==> config.mk <==
export PLATFORM = sky130hd
export DESIGN_NAME = weight_load_ctrl
export DESIGN_NICKNAME = d
export VERILOG_FILES = /design/src/rtl/weight_load_ctrl.sv
export SDC_FILE = /design/constraint.sdc
export NUM_CORES = 1
export LEC_CHECK = 0
export CORE_MARGIN = 8
export CORE_UTILIZATION = 50
export DETAILED_ROUTE_END_ITERATION = 6
export GPL_ROUTABILITY_DRIVEN = 1
export PLACE_DENSITY = 0.89
export REMOVE_ABC_BUFFERS = 1
export SETUP_SLACK_MARGIN = 0.5
export SYNTH_ARGS = -nofsm -noshare
export SYNTH_HDL_FRONTEND = slang
export SYNTH_SLANG_ARGS = --single-unit
==> constraint.sdc <==
create_clock -name clk -period 3.72 [get_ports clk]
set_clock_uncertainty 0.15 [all_clocks]
set_input_delay 0.744 -clock clk [delete_from_list [all_inputs] [get_ports clk]]
set_output_delay 0.744 -clock clk [all_outputs]
set_load 0.02 [all_outputs]
==> src/rtl/weight_load_ctrl.sv <==
// rtl/weight_load_ctrl.sv - weight tile fetch into column shifters and skewed drain into the array
module weight_load_ctrl #(
   parameter int ARRAYHEIGHT = 4,
   parameter int ARRAYWIDTH  = 4,
   parameter int DATASIZE    = 8,
   parameter int ADDRW       = 16
) (
   input  logic                  clk,
   input  logic                  rst_n,
   input  logic                  start,
   input  logic [ADDRW-1:0]      base_addr,
   input  logic                  drain_go,
   output logic                  busy,
   output logic                  done,
   output logic                  buf_rd_en,
   output logic [ADDRW-1:0]      buf_rd_addr,
   input  logic [DATASIZE-1:0]   buf_rd_data,
   output logic [DATASIZE-1:0]   col_in_data,
   output logic [ARRAYWIDTH-1:0] col_load_en,
   output logic [ARRAYWIDTH-1:0] col_out_en
);

   localparam int NWORDS = ARRAYHEIGHT * ARRAYWIDTH;
   localparam int NDRAIN = ARRAYHEIGHT + ARRAYWIDTH - 1;
   localparam int LCW    = (NWORDS > 1) ? $clog2(NWORDS) : 1;
   localparam int DCW    = (NDRAIN > 1) ? $clog2(NDRAIN) : 1;
   localparam logic [LCW-1:0] LOAD_LAST  = LCW'(NWORDS - 1);
   localparam logic [DCW-1:0] DRAIN_LAST = DCW'(NDRAIN - 1);

   typedef enum logic [2:0] {
      S_IDLE,
      S_LOAD,
      S_FLUSH,
      S_WAIT,
      S_DRAIN,
      S_DONE
   } state_t;

   state_t                state_q, state_d;
   logic [ADDRW-1:0]      base_q, base_d;
   logic [LCW-1:0]        ld_cnt_q, ld_cnt_d;
   logic [DCW-1:0]        dr_cnt_q, dr_cnt_d;
   logic [ARRAYWIDTH-1:0] col_load_q, col_load_d;

   always_ff @(posedge clk or negedge rst_n) begin
      if (!rst_n) begin
         state_q    <= S_IDLE;
         base_q     <= '0;
         ld_cnt_q   <= '0;
         dr_cnt_q   <= '0;
         col_load_q <= '0;
      end else begin
         state_q    <= state_d;
         base_q     <= base_d;
         ld_cnt_q   <= ld_cnt_d;
         dr_cnt_q   <= dr_cnt_d;
         col_load_q <= col_load_d;
      end
   end

   always_comb begin
      state_d     = state_q;
      base_d      = base_q;
      ld_cnt_d    = ld_cnt_q;
      dr_cnt_d    = dr_cnt_q;
      col_load_d  = '0;
      busy        = 1'b1;
      done        = 1'b0;
      buf_rd_en   = 1'b0;
      buf_rd_addr = '0;
      unique case (state_q)
         S_IDLE: begin
            busy = 1'b0;
            if (start) begin
               base_d   = base_addr;
               ld_cnt_d = '0;
               state_d  = S_LOAD;
            end
         end
         S_LOAD: begin
            buf_rd_en   = 1'b1;
            buf_rd_addr = base_q + ADDRW'(ld_cnt_q);
            // column select for the word returning next cycle: k / H
            col_load_d  = ARRAYWIDTH'(1) << (int'(ld_cnt_q) / ARRAYHEIGHT);
            if (ld_cnt_q == LOAD_LAST) begin
               ld_cnt_d = '0;
               state_d  = S_FLUSH;
            end else begin
               ld_cnt_d = ld_cnt_q + 1'b1;
            end
         end
         S_FLUSH: begin
            state_d = S_WAIT;
         end
         S_WAIT: begin
            if (drain_go) begin
               dr_cnt_d = '0;
               state_d  = S_DRAIN;
            end
         end
         S_DRAIN: begin
            if (dr_cnt_q == DRAIN_LAST) begin
               dr_cnt_d = '0;
               state_d  = S_DONE;
            end else begin
               dr_cnt_d = dr_cnt_q + 1'b1;
            end
         end
         S_DONE: begin
            done    = 1'b1;
            state_d = S_IDLE;
         end
         default: begin
            state_d = S_IDLE;
         end
      endcase
   end

   // column c drains during t = c .. c+H-1, giving the one-cycle skew per column
   always_comb begin
      col_out_en = '0;
      for (int c = 0; c < ARRAYWIDTH; c++) begin
         col_out_en[c] = (state_q == S_DRAIN) &&
                         (int'(dr_cnt_q) >= c) &&
                         (int'(dr_cnt_q) < c + ARRAYHEIGHT);
      end
   end

   // buffer data already arrives one cycle after the read, aligned with the registered enable
   assign col_load_en = col_load_q;
   assign col_in_data = (|col_load_q) ? buf_rd_data : '0;

endmodule

* Yosys cells after proc, flatten, opt, wreduce, memory -nomap -nowiden
Cells that the tools add are included.
** Operators by class
- Add/subtract/negate cells :: 3
- Order comparisons :: 7
- Equal/unequal tests :: 11
- Shift operators :: 1
- Multiplexer cells :: 17
- Reduce and logical (&&, ||, !) cells :: 15
** Operators with widths (count)
- 2-to-1 mux 3 bit :: 6
- adder 16 x 4 -> 16 bit :: 1
- 2-to-1 mux 16 bit :: 1
- one-hot mux 3 bit (5 select lines) :: 1
- < comparator 3 bit (second input constant) :: 4
- 2-to-1 mux 4 bit :: 3
- == test 3 bit (second input constant) :: 3
- 2-to-1 mux 8 bit :: 1
- != test 2 bit (second input constant) :: 4
- one-hot mux 4 bit (2 select lines) :: 1
- logical AND 1 bit :: 7
- == test 3 x 2 -> 1 bit (second input constant) :: 2
- >= comparator 3 x 2 -> 1 bit (second input constant) :: 2
- one-hot mux 3 bit (2 select lines) :: 1
- AND reduction 2 bit :: 3
- adder 4 x 1 -> 4 bit (second input constant) :: 1
- == test 4 bit (second input constant) :: 1
- AND reduction 4 bit :: 1
- nonzero test 2 bit :: 2
- OR reduction 4 bit :: 1
- << shifter 1 x 2 -> 4 bit (first input constant) :: 1
- adder 3 x 1 -> 3 bit (second input constant) :: 1
- == test 3 x 1 -> 1 bit (second input constant) :: 1
- >= comparator 3 x 1 -> 1 bit (second input constant) :: 1
- 2 further kinds :: 4
** Storage, ports and cells
- Flip-flop bits (word level) :: 30
- Bits of input ports :: 28
- Output and inout bits :: 35
- Logic and storage cells :: 59

* Logic depth before layout (Yosys ltp)
Gate-level depths: netlist of run 1.
- Depth after elaboration :: 3
- Depth in mapped cells :: 8
- Depth with buffers taken out :: 7

* Least setup slack after synthesis of run 1
No wires, ideal clock.
- Kind :: flip-flop to output port
- Start :: reg ld_cnt_q[0]
- End :: out buf_rd_addr[4]
- Data arrival time :: 2.079 ns
- Data required time :: 2.826 ns
- Path slack :: 0.747 ns
- Stages on the path, launching flop included :: 9
- Buffers on the path :: 1
- Cell sequence :: dfrtp_1 ha_1 inv_1 fa_1 nor2b_1 o21ai_0 clkbuf_1 and3_1 nor3_1
** On the way
- Cells in the longest elaborated chain, start to end :: 2
** RTL lines
- from (decl) :: RTL line 41 : logic [LCW-1:0] ld_cnt_q, ld_cnt_d;
- from (signal assigned) :: RTL line 55 : ld_cnt_q <= ld_cnt_d;
- adder 16 x 4 -> 16 bit :: RTL line 82 : buf_rd_addr = base_q + ADDRW'(ld_cnt_q);
- 2-to-1 mux 16 bit :: RTL line 71 : unique case (state_q)
- to (decl) :: RTL line 16 : output logic [ADDRW-1:0] buf_rd_addr,
No other way between the ends.

* Worst setup path in the final report of run 1
- Start :: reg base_q[1]
- End :: out buf_rd_addr[9]
** On the way
- Cells in the longest elaborated chain, start to end :: 2
** RTL lines
- from (decl) :: RTL line 40 : logic [ADDRW-1:0] base_q, base_d;
- from (signal assigned) :: RTL line 54 : base_q <= base_d;
- adder 16 x 4 -> 16 bit :: RTL line 82
- 2-to-1 mux 16 bit :: RTL line 71
No other way between the ends.

==> metrics.csv, run 1 <==
stage,metric,value,unit
yosys,synth_largest_type_area_fraction,39.0,%
critical_path,crit_buf_inv,1,
clock_tree,total_cts_buffers,5,
placement,post-place-ws,-0.0124,ns
critical_path,worstPathMaxFanout,6,
yosys,synthesis.instances,206,
floorplan,chip_width,78.0,µm
final_layout,fraction_of_final_layout_cells_with_drive_strength_greater_than_1,22.8,%
critical_path,setup.worst_path.start_class,flop,
route,detail-route-antenna-nets,0,
yosys,synth_enable_flop_cells,0,
yosys,synth.most_common_cell,dfrtp_1,
yosys,ys_ff_latch,30,
yosys,synth_top_area_cell,dfrtp_1,
sta,timing.final.setup_violations,0,
grt,grt_overflow_total,0,
power_and_ir_drop,clock_power_share,13.1,%
critical_path,critical_path.top_delay_family,compound AO/OA/AOI/OAI gates,
floorplan,initial_cell_density_of_the_core,52.2,%
route,detail_route.wl_per_cell,17.0,µm
clock_tree,clk_path_buf_depth,2,
critical_path,largest_stage_delay_on_the_critical_path,0.40,ns
clock_tree,clock_slew_at_reported_path_ffs,0.06,ns
placement,placedCellCount,308,
critical_path,worstPathCellList,"ha_1, a211oi_2, o21a_1, o21ai_0, a21oi_1, clkdlybuf4s15_1",
floorplan,pin_count,63,
critical_path,worst_setup_path_end_kind,output port,
clock_tree,cts_num_sinks,30,
clock_tree,post_cts_hold_buffer_count,0,
yosys,synth_cell_type_count,45,
placement,place.detailed.hpwl,3670,µm
placement,place.port_buffers,62,
grt,via_count_of_the_first_global_routing_pass,1849,
route,num_vias,1842,
power_and_ir_drop,p_sw_share,44.6,%
clock_tree,clock_tree.root_cell,clkbuf_8,
yosys,async_flop_share,100,%
yosys,ys_top_cells_by_count,"30 x dfrtp_1, 19 x nand2_1, 19 x o21ai_0",
final_layout,layout-area-overhead-vs-synth,43.2,%
floorplan,floorplan.rows,22,
floorplan,die_footprint,0.00609,mm²
outcome,run_status,completed,
route,top_signal_layer_used,met4,
final_layout,final_area,0.00276,mm²
clock_tree,clock_tree.htree_level_count,2,
yosys,synthesis.area,0.00192,mm²
critical_path,crit_type,flop to output port,
placement,placement.cell_area,0.00258,mm²
sta,worst-slew-pin-transition,0.436,ns
route,wl_met1,2290,µm
final_layout,finish.cell_count_without_fillers,324,
sta,final.hold.worst_slack,0.369,ns
route,post_drt_via_cell_ratio,5.69,
clock_tree,clock_insertion_delay_worst_skew,0.28,ns
yosys,yosysWarnings,0,
power_and_ir_drop,power.density,843,mW/mm²
clock_tree,cts_tree,done,
floorplan,die_height,78.0,µm
sta,layout_worst_path_cycle_share,85.9,%
job,maxCapViolations,0,
route,detail_route.iter0.violations,101,
power_and_ir_drop,power.internal,1.29,mW
grt,grt_first_pass_wirelength,8710,µm
critical_path,timing.critical_path.arrival,2.30,ns
route,drc,0,
min_path,min-delay-path-class,flop to flop,
yosys,seq_area_frac_synth,39.0,%
sta,worst_slack,0.526,ns
power_and_ir_drop,pwr-share-seq,28.1,%
grt,grt_util_all_layers,17.5,%
sta,setup_repair_after_global_routing_missed_its_margin,false,
route,drtPass1Iterations,4,
sta,max_freq,0.313,GHz
route,dr_wl_met3,401,µm
sta,relSlewSlack,70.7,%
final_layout,antennaDiodeCount,0,
critical_path,worst_ep_required_time,2.83,ns
critical_path,critical-path-slowest-cell,dfrtp_1,
final_layout,layout.filler_cells,275,
power_and_ir_drop,total_power,2.32,mW
grt,grt_start_max_net_pins,31,
final_layout,finish.net_count,312,
yosys,synth-main-ff-cell,dfrtp_1,
power_and_ir_drop,p_leak,1.14,nW
sta,report.final.slew_viol_count,0,
yosys,synth_area_leaders,"dfrtp_1 39%, mux2_2 8.8%, ha_1 5.2%",
placement,place_congestion,0.812,
sta,final-hold-violation-count,0,
floorplan,total_core_area,0.00369,mm²
route,dr_wl_met2,2700,µm
power_and_ir_drop,netSwitchingPower,1.04,mW
power_and_ir_drop,combPwrFrac,58.8,%
sta,period_needed,3.19,ns
yosys,postSynthAreaPerCell,9.34,µm²
route,route.final.wire_length,5510,µm
grt,number_of_antenna_violations_at_the_first_check_in_global_routing,0,
power_and_ir_drop,worst_ir_drop_vdd,487,µV
## flip-flops by register name, indices dropped and copies added (netlist names)
register / cells
state_q: 3
col_load_en: 4
base_q: 16
dr_cnt_q: 3
ld_cnt_q: 4
## layout make-up
cell class | instances | area, µm² | share of cell area, %
multi-input cells | 154 | 1130 | 41.1
repair buffers | 74 | 656 | 23.8
clock buffers | 8 | 110 | 4.00
well taps | 48 | 60.1 | 2.18
flip-flops and latches | 30 | 756 | 27.4
inverters | 10 | 40.0 | 1.45
## power groups by stage
stage | clock network [mW] | logic [mW] | registers (mW)
3_3_place_gp | 0 | 1.23 | 0.631
4_1_cts | 0.308 | 1.29 | 0.642
3_5_place_dp | 0 | 1.27 | 0.643
2_1_floorplan | 0 | 0.768 | 0.604
6_report | 0.305 | 1.37 | 0.653
5_1_grt | 0.321 | 1.48 | 0.680
## layout by cell type (no fill, tap or decap), drive strengths merged, types with 9 or more instances in the layout
| master | n |
|---|---|
| clkdlybuf4s50 | 48 |
| dfrtp | 30 |
| nand2 | 19 |
| o21ai | 19 |
| buf | 18 |
| mux2 | 15 |
| a21oi | 14 |
| clkbuf | 13 |
| nor2b | 11 |
| inv | 10 |
| nor2 | 9 |
## cells by family (layout without fill, tap and decap cells)
logic type / count (synthesis) / in the layout / share of synthesized area [%]
AND/OR/NAND/NOR: 71 / 71 / 20.7
AO/OA/AOI/OAI: 55 / 56 / 17.9
flip-flops: 30 / 30 / 39.0
buffers and inverters: 23 / 92 / 5.85
multiplexers: 16 / 16 / 9.30
adder cells (fa/ha/maj): 9 / 9 / 6.24
XOR/XNOR: 2 / 2 / 0.910
## repair_timing
action                     CTS  global route
resized for setup           46            23
buffers inserted             3             4
pin swaps                    1             2
setup endpoints to repair   17            13
cloned                       0             1
## stage by stage
stage | util (%) | TNS (ns)
after global routing | 74.7 | 0
after CTS | 73.9 | 0
after detailed placement | 69.8 | -0.0187
after global placement | 69.8 | 0
after floorplan | - | 0
final | 74.7 | 0
## final timing paths
path,start,end,slack [ns],cells after the start
worst max-delay path,base_q[1],buf_rd_addr[9],0.53,6
worst min-delay path,base_q[2],base_q[2],0.37,1
worst max register to register,state_q[1],state_q[0],1.71,5
worst min register to register,base_q[2],base_q[2],0.37,1
max in group asynchronous,rst_n,state_q[1],2.42,2
min in group asynchronous,rst_n,base_q[13],0.70,2
## metal layers
metal | GRT usage, % | vias to the layer above
met4 | 8.89 | 0
li1 | - | 880
met1 | 19.9 | 874
met2 | 28.9 | 76
met3 | 5.69 | 12
met5 | 0 | -
(Power assumes the default switching activity.)
==> inputs of run 2 (changes only) <==
CAP_MARGIN = 0   (was default)
==> results of run 2 <==
The final DEF is identical to that of run 1; final timing and power are the same.
==> inputs of run 3 (changes only) <==
CORE_MARGIN = default   (was 8)
CORE_UTILIZATION = 42   (was 50)
PLACE_DENSITY = 0.8   (was 0.89)
SETUP_SLACK_MARGIN = 0.05   (was 0.5)
clock period = 2.8 ns   (was 3.72 ns; I/O delays follow)
==> run 3 against run 2 <==
Effect of this change: the run now ends with setup timing left; flip-flop and latch count did not move; die area fell by 20%; count of clock-buffer cells in the layout fell by 3; clock power rose by 39%; cell count rose by 10%; worst hold slack improved by 0.042 ns; utilization fell by 3.5 points; critical path depth rose by 3; non-clock buffer count rose by 29; critical path type unchanged; critical endpoint is now buf_rd_addr[6]; largest power group unchanged.
==> metrics.csv, run 3 (synthesized netlist as in run 1, its figures left out) <==
stage,metric,value,unit
clock_tree,clock_insertion_delay_worst_skew,0.29,ns
sta,final-hold-violation-count,0,
route,dr_wl_met2,2710,µm
placement,placedCellCount,339,
final_layout,fraction_of_final_layout_cells_with_drive_strength_greater_than_1,35.1,%
sta,worst-slew-pin-transition,0.421,ns
critical_path,r2r_slack,0.78,ns
clock_tree,cts_tree,done,
final_layout,max_ffs_per_register,16,
critical_path,reg2reg_to,state_q[0],
final_layout,finish.net_count,341,
route,detail_route.iter0.violations,64,
sta,period_needed,2.91,ns
grt,grt_util_all_layers,22.9,%
floorplan,initial_cell_density_of_the_core,43.9,%
sta,report.final.slew_viol_count,0,
placement,place_congestion,0.762,
grt,grt_first_pass_wirelength,8790,µm
critical_path,rr_worst_depth,6,
critical_path,worst_setup_path_end_kind,output port,
critical_path,critical_path.reg2reg.startpoint,state_q[2],
power_and_ir_drop,netSwitchingPower,1.49,mW
power_and_ir_drop,combPwrFrac,66.0,%
floorplan,floorplan.rows,24,
route,drc,0,
power_and_ir_drop,clock_power_share,12.1,%
placement,place.port_buffers,62,
outcome,violations,setup timing,
floorplan,total_core_area,0.00438,mm²
critical_path,setup.worst_path.start_class,flop,
placement,post-place-ws,-0.391,ns
floorplan,die_footprint,0.00486,mm²
floorplan,pin_count,63,
sta,timing.final.setup_violations,7,
power_and_ir_drop,p_sw_share,42.5,%
final_layout,registers.top_by_ff_count,base_q,
clock_tree,clk_path_buf_depth,2,
route,wl_met1,2150,µm
sta,layout_worst_path_cycle_share,104,%
grt,grt_start_max_net_pins,31,
sta,final.hold.worst_slack,0.411,ns
route,route.final.wire_length,5360,µm
route,detail_route.wl_per_cell,15.0,µm
outcome,run_status,"finished, violations left",
final_layout,most_frequent_standard_cell_in_the_layout_excluding_fill_and_tap_cells,buf_4,
clock_tree,clock_tree.root_cell,clkbuf_8,
min_path,hold_path_depth,1,
power_and_ir_drop,total_power,3.50,mW
sta,worst_slack,-0.109,ns
clock_tree,total_cts_buffers,5,
sta,max_freq,0.344,GHz
job,maxCapViolations,0,
final_layout,final_util,71.2,%
critical_path,worst_ep_required_time,2.09,ns
clock_tree,clock_tree.htree_level_count,2,
grt,number_of_antenna_violations_at_the_first_check_in_global_routing,0,
min_path,worstHoldEndpoint,base_q[15],
sta,relSlewSlack,71.7,%
route,dr_wl_met3,458,µm
power_and_ir_drop,worst_ir_drop_vdd,527,µV
power_and_ir_drop,pwr-share-seq,21.9,%
route,drtPass1Iterations,4,
floorplan,die_height,69.7,µm
placement,place.detailed.hpwl,3470,µm
grt,via_count_of_the_first_global_routing_pass,1826,
clock_tree,cts_num_sinks,30,
route,top_signal_layer_used,met4,
route,post_drt_via_cell_ratio,5.48,
clock_tree,clock_slew_at_reported_path_ffs,0.06,ns
route,detail-route-antenna-nets,0,
final_layout,antennaDiodeCount,0,
min_path,worstHoldStart,base_q[15],
floorplan,chip_width,69.7,µm
final_layout,layout_common_cells,"45 x buf_4, 43 x clkdlybuf4s50_1, 30 x dfrtp_1",
route,num_vias,1956,
critical_path,worstPathMaxFanout,5,
power_and_ir_drop,p_leak,1.35,nW
critical_path,timing.critical_path.arrival,2.20,ns
final_layout,layout-area-overhead-vs-synth,62.2,%
critical_path,crit_type,flop to output port,
sta,setup_repair_after_global_routing_missed_its_margin,true,
power_and_ir_drop,power.density,1120,mW/mm²
final_layout,finish.cell_count_without_fillers,357,
min_path,min-delay-path-class,flop to flop,
grt,grt_overflow_total,0,
power_and_ir_drop,power.internal,2.01,mW
-- run 3: changes by cell type in the layout (fill, tap and decap cells not counted), sizes merged --
cell,change
buf,+35
clkbuf,-8
clkdlybuf4s50,-5
clkinv,+2
dlygate4sd2,+2
bufinv,+1
dlygate4sd1,+1
dlymetal6s2s,+1
-- run 3: final cells by class --
type,instances,area (µm²)
clock buffers,5,68.8
clock inverters,3,40.0
fillers,324,1260
inverters,10,40.0
multi-input cells,154,1230
flip-flops and latches,30,751
well taps,52,65.1
repair buffers,103,927
-- run 3: timing repair --
item / 4_1_cts / 5_1_grt
setup endpoints to repair: 18 / 15
pin swaps: 9 / 19
hold buffers: 0 / 0
endpoints found under the hold margin: 0 / 0
setup buffers: 4 / 5
resized for setup: 94 / 32
gates cloned: 2 / 0
-- run 3: per-layer routing --
| metal | vias up | global-route usage (%) |
|---|---|---|
| li1 | 938 | - |
| met1 | 926 | 29.4 |
| met2 | 87 | 36.1 |
| met3 | 5 | 7.56 |
| met4 | 0 | 8.22 |
| met5 | - | 0 |
-- run 3: stage by stage --
stage,cell area [µm²],setup TNS (ns)
final,3120,-0.618
after global routing,3120,-1.26
after CTS,2990,-0.826
after detailed placement,2800,-3.45
after global placement,2800,-2.60
after floorplan,1850,-7.30
-- run 3: worst max path at each step --
stage	from	endpoint	cells after the start
global placement	base_q[0]	buf_rd_addr[6]	9
CTS	ld_cnt_q[0]	buf_rd_addr[14]	9
global route	ld_cnt_q[0]	buf_rd_addr[8]	10
floorplan	start	ld_cnt_q[3]	4
detailed placement	base_q[0]	buf_rd_addr[6]	9
finish	base_q[0]	buf_rd_addr[6]	9
-- run 3: critical path: stages, from the launching register on --
cell	delay, ns
dfrtp_1	0.36
ha_2	0.20
inv_2	0.05
fa_2	0.37
nor2b_4	0.14
o21ai_2	0.07
buf_6	0.13
a2111o_1	0.35
o21ai_1	0.08
buf_4	0.15
-- run 3: power by group through the flow --
| stage | Combinational, mW | Sequential (mW) | Clock [mW] |
|---|---|---|---|
| floorplan | 1.02 | 0.802 | 0 |
| global placement | 1.98 | 0.739 | 0 |
| detailed placement | 2.03 | 0.748 | 0 |
| CTS | 2.12 | 0.754 | 0.436 |
| global route | 2.49 | 0.789 | 0.456 |
| finish | 2.31 | 0.766 | 0.423 |
